[src/rtl/muxn_sel_reg_pkg.sv]
// -----------------------------------------------------------------------------
// muxn_sel_reg_pkg
//   Shared definitions for the registered N-source write-back selector.
//   - MODE_SEL / MODE_RR : values of the top-level mode input.
//   - DATAWIDTH_DEF      : default data word width, taken from the common
//                          `DATAWIDTH define (falls back to 16 if unset).
//   - wrap_inc()         : pointer increment that wraps at NSRC-1 -> 0.
// -----------------------------------------------------------------------------
`ifndef DATAWIDTH
`define DATAWIDTH 16
`endif

package muxn_sel_reg_pkg;

  localparam logic MODE_SEL = 1'b0;  // explicit select by cntrl
  localparam logic MODE_RR  = 1'b1;  // round-robin over req

  localparam int DATAWIDTH_DEF = `DATAWIDTH;

  // Next round-robin pointer after source idx wins; wraps to 0 after the last
  // source. Works in int so the caller only truncates once, to its own width.
  function automatic int wrap_inc(input int idx, input int nsrc);
    int nxt;
    nxt = idx + 1;
    if (nxt >= nsrc) nxt = 0;
    return nxt;
  endfunction

endpackage

[src/rtl/muxn_sel_reg_rr_arbiter.sv]
// -----------------------------------------------------------------------------
// rr_arbiter
//   Purely combinational round-robin search. Starting at ptr, scan upward
//   (wrapping) for the first set bit of req.
//   Parameters:
//     NSRC        number of requesters (2..16)
//   Ports:
//     req         in   NSRC  request vector
//     ptr         in   SELW  search start index
//     gnt_onehot  out  NSRC  one-hot of the winner (0 when no request)
//     gnt_idx     out  SELW  index of the winner (0 when no request)
//     any         out  1     at least one request is set
//   The pointer register itself lives in the parent.
// -----------------------------------------------------------------------------
module rr_arbiter #(
  parameter int NSRC = 3,
  localparam int SELW = $clog2(NSRC)
) (
  input  logic [NSRC-1:0] req,
  input  logic [SELW-1:0] ptr,
  output logic [NSRC-1:0] gnt_onehot,
  output logic [SELW-1:0] gnt_idx,
  output logic            any
);

  always_comb begin : search
    int base;
    int idx;
    logic [SELW-1:0] idx_s;
    gnt_onehot = '0;
    gnt_idx    = '0;
    any        = 1'b0;
    idx        = 0;
    idx_s      = '0;
    // An out-of-range pointer cannot occur in normal use; treat it as 0 so the
    // wrap arithmetic below stays within one subtraction.
    base = (int'(ptr) < NSRC) ? int'(ptr) : 0;
    for (int k = 0; k < NSRC; k++) begin
      idx = base + k;
      if (idx >= NSRC) idx = idx - NSRC;
      idx_s = idx[SELW-1:0];
      if (!any && req[idx_s]) begin
        any     = 1'b1;
        gnt_idx = idx_s;
      end
    end
    if (any) gnt_onehot[gnt_idx] = 1'b1;
  end

endmodule

[src/rtl/muxn_sel_reg.sv]
// -----------------------------------------------------------------------------
// muxn_sel_reg
//   Registered N-source selector for the register-file write-back path. One
//   source is chosen per cycle, either by explicit index (mode=0) or by
//   round-robin among requesters (mode=1), and captured into a single-entry
//   output register with valid/ready handshake.
//
//   Handshake: a source is consumed in the cycle its gnt bit is high; a source
//   not granted must keep req and its din slice stable. The consumer takes
//   dout in any cycle where dout_valid && out_ready; a new word may be loaded
//   in that same cycle, so one word per cycle is sustained.
//
//   Parameters:
//     WIDTH  data word width (default `DATAWIDTH)
//     NSRC   number of sources, 2..16
//   Ports:
//     clk         in   1           rising-edge clock
//     rst         in   1           synchronous active-high reset
//     mode        in   1           0 = select by cntrl, 1 = round-robin
//     cntrl       in   SELW        explicit source index (mode=0)
//     req         in   NSRC        per-source valid
//     din         in   NSRC*WIDTH  source i at [i*WIDTH +: WIDTH]
//     gnt         out  NSRC        one-hot, combinational, source consumed
//     dout        out  WIDTH       registered selected word
//     dout_valid  out  1           dout holds an unconsumed word
//     src_id      out  SELW        source that produced dout
//     out_ready   in   1           consumer accepts dout this cycle
//
//   Build option: define MUXSEL_ZERO_IDLE_EN to clear dout and src_id to 0
//   on the edge where the output stage drains to empty. Without it they hold
//   the last captured value while idle.
// -----------------------------------------------------------------------------
module muxn_sel_reg
  import muxn_sel_reg_pkg::*;
#(
  parameter int WIDTH = DATAWIDTH_DEF,
  parameter int NSRC  = 3,
  localparam int SELW = $clog2(NSRC)
) (
  input  logic                  clk,
  input  logic                  rst,
  input  logic                  mode,
  input  logic [SELW-1:0]       cntrl,
  input  logic [NSRC-1:0]       req,
  input  logic [NSRC*WIDTH-1:0] din,
  output logic [NSRC-1:0]       gnt,
  output logic [WIDTH-1:0]      dout,
  output logic                  dout_valid,
  output logic [SELW-1:0]       src_id,
  input  logic                  out_ready
);

  logic [WIDTH-1:0] dout_q, dout_d;
  logic             valid_q, valid_d;
  logic [SELW-1:0]  src_id_q, src_id_d;
  logic [SELW-1:0]  rr_ptr_q, rr_ptr_d;

  logic [WIDTH-1:0] din_arr [NSRC];
  logic [NSRC-1:0]  rr_onehot;
  logic [SELW-1:0]  rr_idx;
  logic             rr_any;
  logic [SELW-1:0]  sel;
  logic             candidate;
  logic             can_load;
  logic             capture;

  for (genvar i = 0; i < NSRC; i++) begin : g_unpack
    assign din_arr[i] = din[i*WIDTH +: WIDTH];
  end

  rr_arbiter #(.NSRC(NSRC)) u_arb (
    .req        (req),
    .ptr        (rr_ptr_q),
    .gnt_onehot (rr_onehot),
    .gnt_idx    (rr_idx),
    .any        (rr_any)
  );

  // Explicit select: an index beyond the last source falls back to source 0.
  // Compare one bit wider so NSRC itself is representable when NSRC = 2**SELW.
  always_comb begin
    sel       = '0;
    candidate = 1'b0;
    if (mode == MODE_RR) begin
      sel       = rr_idx;
      candidate = rr_any;
    end else begin
      sel       = ({1'b0, cntrl} >= (SELW+1)'(NSRC)) ? '0 : cntrl;
      candidate = req[sel];
    end
  end

  assign can_load = !valid_q || out_ready;
  assign capture  = candidate && can_load && !rst;

  always_comb begin
    gnt = '0;
    if (capture) gnt[sel] = 1'b1;
  end

  always_comb begin
    dout_d   = dout_q;
    valid_d  = valid_q;
    src_id_d = src_id_q;
    rr_ptr_d = rr_ptr_q;
    if (capture) begin
      dout_d   = din_arr[sel];
      src_id_d = sel;
      valid_d  = 1'b1;
      if (mode == MODE_RR) rr_ptr_d = SELW'(wrap_inc(int'(sel), NSRC));
    end else if (valid_q && out_ready) begin
      valid_d = 1'b0;
`ifdef MUXSEL_ZERO_IDLE_EN
      dout_d   = '0;
      src_id_d = '0;
`endif
    end
  end

  always_ff @(posedge clk) begin
    if (rst) begin
      dout_q   <= '0;
      valid_q  <= 1'b0;
      src_id_q <= '0;
      rr_ptr_q <= '0;
    end else begin
      dout_q   <= dout_d;
      valid_q  <= valid_d;
      src_id_q <= src_id_d;
      rr_ptr_q <= rr_ptr_d;
    end
  end

  assign dout       = dout_q;
  assign dout_valid = valid_q;
  assign src_id     = src_id_q;

endmodule

[config.mk]
export PLATFORM = sky130hd
export DESIGN_NAME = muxn_sel_reg
export DESIGN_NICKNAME = d
export VERILOG_FILES = /design/src/rtl/muxn_sel_reg_pkg.sv /design/src/rtl/muxn_sel_reg_rr_arbiter.sv /design/src/rtl/muxn_sel_reg.sv
export SDC_FILE = /design/constraint.sdc
export NUM_CORES = 1
export LEC_CHECK = 0
export ABC_AREA = 0
export CORE_ASPECT_RATIO = 1.75
export CORE_MARGIN = 2
export CORE_UTILIZATION = 40
export DETAILED_ROUTE_END_ITERATION = 6
export HOLD_SLACK_MARGIN = 0.15
export PLACE_DENSITY = 0.78
export SYNTH_ARGS = -nofsm -noshare
export SYNTH_HDL_FRONTEND = slang
export SYNTH_HIERARCHICAL = 1
export SYNTH_SLANG_ARGS = --single-unit
[constraint.sdc]
create_clock -name clk -period 3.5 [get_ports clk]
set_input_delay 0.35 -clock clk [delete_from_list [all_inputs] [get_ports clk]]
set_output_delay 0.35 -clock clk [all_outputs]
set_load 0.005 [all_outputs]
After elaboration in Yosys (flattened, before gate mapping)
Cells that the tools add are included.
{ "totals": {"in_bits": 57, "latch_bits": 0, "wordCells": 67, "register_bits": 21, "rom_bits": 0, "out_inout_bits": 22, "ram_bits": 0, "mem_count": 0} }
{ "op_classes": {"n_div": 0, "reduce_logical": 13, "n_shift": 0, "add_sub_neg": 6, "bitwise": 1, "eq_ne": 0, "mul": 0, "n_mux": 30, "magnitude_cmp": 13} }
{ "ops": {"columns": ["operator", "count"], "rows": [
  ["greater-or-equal comparator 32 x 3 -> 1 bit (second input constant)", 3],
  ["binary-select mux 16 bit (select 2 bit)", 1],
  ["2-to-1 mux 16 bit", 2],
  ["2-to-1 mux 2 bit", 10],
  ["less-than comparator 2 x 3 -> 1 bit (second input constant)", 5],
  ["2-to-1 mux 1 bit", 11],
  ["binary-select mux 1 bit (select 2 bit)", 4],
  ["adder 2 x 1 -> 3 bit (second input constant)", 2],
  ["logical AND 1 bit", 6],
  ["subtractor 2 x 1 -> 2 bit (second input constant)", 3],
  ["zero test 1 bit", 4],
  ["adder 2 x 2 -> 3 bit (second input constant)", 1],
  ["greater-or-equal comparator 3 x 2 -> 1 bit (second input constant)", 1],
  ["greater-or-equal comparator 3 bit (second input constant)", 1],
  ["2-to-1 mux 3 bit", 1],
  ["NOT 2 -> 3 bit", 1],
  ["demux 1 bit (select 2 bit)", 1],
  ["greater-or-equal comparator 2 x 1 -> 1 bit (second input constant)", 1],
  ["greater-or-equal comparator 2 bit (second input constant)", 1],
  ["less-than comparator 2 bit (second input constant)", 1],
  ["AND reduction 2 bit", 1],
  ["nonzero test 2 bit", 1],
  ["logical OR 1 bit", 1]
]} }

Depth between registers and ports, before layout
{ "depth": {"depth_word": 19, "ltp_mapped": 13, "mapped_depth_nobuf": 10} }

Hierarchy
Netlist, hierarchy kept.
{ "by_module_without_submodules": {"columns": ["mod", "area_each_um2", "seq_area_each_um2", "instances", "cells_per_inst"], "rows": [
  ["muxn_sel_reg", 1377.6, 420.4, 1, 142],
  ["rr_arbiter", 326.6, 0.0, 1, 45]
]} }

Least setup slack after synthesis
OpenSTA, ideal clock, no wires.
{ "synth_timing": {"path_type": "flip-flop to flip-flop", "startpoint": "reg rr_ptr_q[0]", "endpoint": "reg dout_q[14], in the netlist dout[14]", "t_required_ps": 3419, "setup_time_ps": 81, "arrival_time_ps": 2553, "n_path_buf": 2, "path_slack_ps": 866, "period_less_slack_ps": 2634, "stages_incl_launch_ff": 13, "path_cell_list": "dfxtp_1 > inv_1 > ha_1 > buf_2 > a221o_2 > a21oi_2 > o31ai_2 > and2_1 > nand3b_1 > a2111oi_4 > buf_2 > nand4_1 > o221ai_2"} }
{ "synth_between": {"elab_chain_len": 18, "word_cells_on_any_way": 37, "classes_between": "add/sub: 5; order compare: 4; mux: 21; bitwise: 1; reduce/logical: 6"} }
{ "synth_lines": {"columns": ["item", "line", "source"], "rows": [
  ["from (decl)", "muxn_sel_reg.sv:56", "logic [SELW-1:0] rr_ptr_q, rr_ptr_d;"],
  ["from (signal assigned)", "muxn_sel_reg.sv:130", "rr_ptr_q <= rr_ptr_d;"],
  ["less-than comparator 2 bit", "muxn_sel_reg_rr_arbiter.sv:37", "base = (int'(ptr) < NSRC) ? int'(ptr) : 0;"],
  ["2-to-1 mux 2 bit (*)", "muxn_sel_reg_rr_arbiter.sv:37", null],
  ["parallel branches: the longest is 10 deep, another holds greater-or-equal comparator 32 x 3 -> 1 bit", null, null],
  ["2-to-1 mux 2 bit (*)", "muxn_sel_reg_rr_arbiter.sv:42", "if (!any && req[idx_s]) begin"],
  ["via rr_idx[0]", "muxn_sel_reg.sv:60", "logic [SELW-1:0] rr_idx;"],
  ["2-to-1 mux 2 bit (*)", "muxn_sel_reg.sv:84", "if (mode == MODE_RR) begin"],
  ["NOT 2 -> 3 bit (implied by the code) (*)", "muxn_sel_reg.sv:107", "dout_d = din_arr[sel];"],
  ["binary-select mux 16 bit (select 2 bit) (*)", "muxn_sel_reg.sv:107", null],
  ["2-to-1 mux 16 bit (implied by the code) (*) (2 in series)", "muxn_sel_reg.sv:107", null],
  ["to (signal assigned)", "muxn_sel_reg.sv:127", "dout_q <= dout_d;"],
  ["to (decl)", "muxn_sel_reg.sv:53", "logic [WIDTH-1:0] dout_q, dout_d;"]
]} }
Mark *: on every way through the listed nets, which the timed path passes. The select of a mux whose other input is x is not followed.
A chain may end at the register's enable or synchronous reset.

Final worst setup path
{ "layout_timing": {"startpoint": "reg rr_ptr_q[1]", "endpoint": "out gnt[0]"} }
{ "layout_between": {"word_cells_on_any_way": 39, "classes_between": "add/sub: 5; order compare: 6; mux: 21; reduce/logical: 7"} }
{ "layout_lines": {"columns": ["item", "line", "source"], "rows": [
  ["less-than comparator 2 bit", "muxn_sel_reg_rr_arbiter.sv:37", null],
  ["2-to-1 mux 2 bit (*)", "muxn_sel_reg_rr_arbiter.sv:37", null],
  ["parallel branches: the longest is 10 deep, another holds greater-or-equal comparator 32 x 3 -> 1 bit", null, null],
  ["2-to-1 mux 1 bit (*)", "muxn_sel_reg_rr_arbiter.sv:42", null],
  ["via rr_any", "muxn_sel_reg.sv:61", "logic rr_any;"],
  ["2-to-1 mux 1 bit (*)", "muxn_sel_reg.sv:84", null],
  ["logical AND 1 bit (*) (2 in series)", "muxn_sel_reg.sv:94", "assign capture = candidate && can_load && !rst;"],
  ["2-to-1 mux 3 bit (*)", "muxn_sel_reg.sv:98", "if (capture) gnt[sel] = 1'b1;"],
  ["to (decl)", "muxn_sel_reg.sv:46", "output logic [NSRC-1:0] gnt,"]
]} }
Marked as above.

==> impl_metrics.json <==
{
  "status": "finished, final reports clean",
  "coreArea_um2": 4073,
  "grt_max_degree": 18,
  "fin_crit_ps": 3323,
  "crit_type": "flop to output pin",
  "synthToLayoutAreaGrowth_pct": 49.70,
  "die_h_um": 89.71,
  "fin_setup_tns_ps": 0,
  "max_stage_delay_ps": 510,
  "dpl.hpwl_um": 3634,
  "holdCritPathClass": "flop to flop",
  "cp.required_ps": 3150,
  "min_delay_path_depth": 2,
  "portBuffers": 78,
  "antenna_cells": 0,
  "crit_path_end_kind": "output pin",
  "grt_setup_unrepaired": "no",
  "path_max_fanout": 7,
  "holdPathEnd": "dout[8]$_SDFFE_PP0P_",
  "critPathSlowestCell": "clkdlybuf4s50_1",
  "critical_path_buf_inv_count": 2,
  "cts_tree": "done",
  "syn_nets": 244,
  "wl_per_cell_um": 14.65,
  "slew_headroom": 0.6098,
  "finalCritPeriodShare": 0.9494,
  "dr.pass1.iters": 4,
  "rrSetupSlack_ps": 720,
  "crit_chain": "inv_1 -> ha_1 -> nand2b_1 -> mux2_2 -> nand3_1 -> nor2b_4 -> or3_1 -> a21oi_2 -> and3_1 -> clkdlybuf4s50_1",
  "r2r-end": "dout[13]$_SDFFE_PP0P_",
  "p_leak_nw": 0.9534,
  "drive_gt1_frac": 0.1318,
  "via_count": 1677,
  "fin_skew_ps": 4.452,
  "antenna_found_initial": 0,
  "grt_pass1_wl_um": 7051,
  "finalNetCount": 320,
  "clock_latency_ps": 260,
  "tightest_slew_ps": 576.2,
  "start_util": 0.4123,
  "row_count": 31,
  "drtIter0Drc": 34,
  "viasPerCell": 5.463,
  "gp_congestion": 0.7575,
  "gr-usage-all-layers": 0.1915,
  "drc_errors": 0,
  "crit_family": "simple AND/OR/NAND/NOR gates",
  "antenna_left": 0,
  "post_synth.cell_area_avg_um2": 9.175,
  "setup_viol": 0,
  "min_from": "dout[8]$_SDFFE_PP0P_",
  "synth_cells": 183,
  "cts_root_buf": "clkbuf_8",
  "startpoint": "rr_ptr_q[1]$_SDFFE_PP0P_",
  "drv_cap": 0,
  "die_area_um2": 4752,
  "io-pin-count": 79,
  "peakVddDrop_mv": 0.1989,
  "synth_area_um2": 1679,
  "startpoint_type": "flop",
  "r2r_cells": 11,
  "die_w_um": 52.98,
  "powerDensity_nw_per_um2": 338.5,
  "reg2reg_from": "rr_ptr_q[1]$_SDFFE_PP0P_",
  "cts_sinks": 21,
  "arrival_ps": 2970,
  "grt_overflow": 0,
  "utilization": 0.6172,
  "ys_warn_count": 6,
  "clk_pin_slew_worst_paths_ps": 80,
  "routed_wl_um": 4498,
  "post_cts_resized": 0,
  "clockBufferDepth": 2,
  "finalMaxSlewViolations": 0,
  "h-tree-depth": 1,
  "post_cts_buffers": 0,
  "fmax_ghz": 0.3010,
  "grt_pass1_vias": 1588,
  "cts-hold-fix-buffers": 0,
  "hold_violations": 0,
  "numCtsBuffers": 3
}
==> power by group <==
part	internal [mW]	total, mW	switching [mW]
Clock	0.0812	0.160	0.0788
Combinational	0.227	0.396	0.169
Sequential	0.277	0.295	0.0181
==> metrics by stage <==
| stage | std cells | power [mW] | hold slack (ps) | setup WS (ps) | instance area, µm² |
|---|---|---|---|---|---|
| after global routing | 307 | 0.9043 | 506.5 | 8.249 | 2514 |
| after CTS | 307 | 0.8569 | 482.2 | 103.4 | 2507 |
| after floorplan | 183 | 0.5236 | 462.9 | 883.9 | 1679 |
| after detailed placement | 303 | 0.6978 | 470.9 | 187.6 | 2462 |
| final | 307 | 0.8509 | 474.8 | 177.2 | 2514 |
| after global placement | 303 | 0.6899 | 465.5 | 269.7 | 2462 |
==> cell usage in the layout, fill, tap and decap left out, types with 2 or more instances in the layout <==
cell and n:
o221ai_1 3, nand3b_1 2, nor2b_1 5, inv_1 20, clkdlybuf4s50_1 78, a21oi_2 2, nor2_1 6, o221ai_2 10
clkbuf_8 3, and2_1 3, nand2_1 6, a21boi_1 4, mux2i_1 16, a21oi_1 5, o21ai_0 5, o21a_1 3
nand3_1 3, buf_4 6, nand2b_1 2, a221oi_1 6, ha_1 3, nand4_1 13, or3b_1 3, o21ai_1 2
and3_1 4, dfxtp_1 21
==> worst min-delay path, cell delays in order, from the launching register on <==
cell and delay [ps]:
dfxtp_1 320, inv_1 50, a221oi_1 60
==> metal layers <==
metal,vias to the layer above,share of wire,global-route usage
li1,842,-,-
met1,768,0.35,0.1975
met2,62,0.55,0.3604
met3,5,0.087,0.03654
met4,0,0.012,0.06410
met5,-,0,0
==> area by class of cell <==
type,instances,area [µm²]
tap,49,61.31
inverter,20,75.07
clock buffer,4,45.04
multi-input combinational,129,1086
sequential,21,420.4
fill,374,1559
timing repair buffer,84,825.8
==> flip-flops by register name, indices dropped and copies added (netlist names) <==
register and count:
dout_valid 1, rr_ptr_q 2, src_id 2, dout 16
==> how the worst max path moves through the flow <==
stage	to	slack (ps)	cells after the start
3_5_place_dp	gnt[0]	190	9
5_1_grt	gnt[0]	8	10
2_1_floorplan	dout[14]$_SDFFE_PP0P_	880	12
3_3_place_gp	gnt[0]	270	9
6_report	gnt[0]	180	10
4_1_cts	gnt[0]	100	9
(Power assumes the default switching activity.)
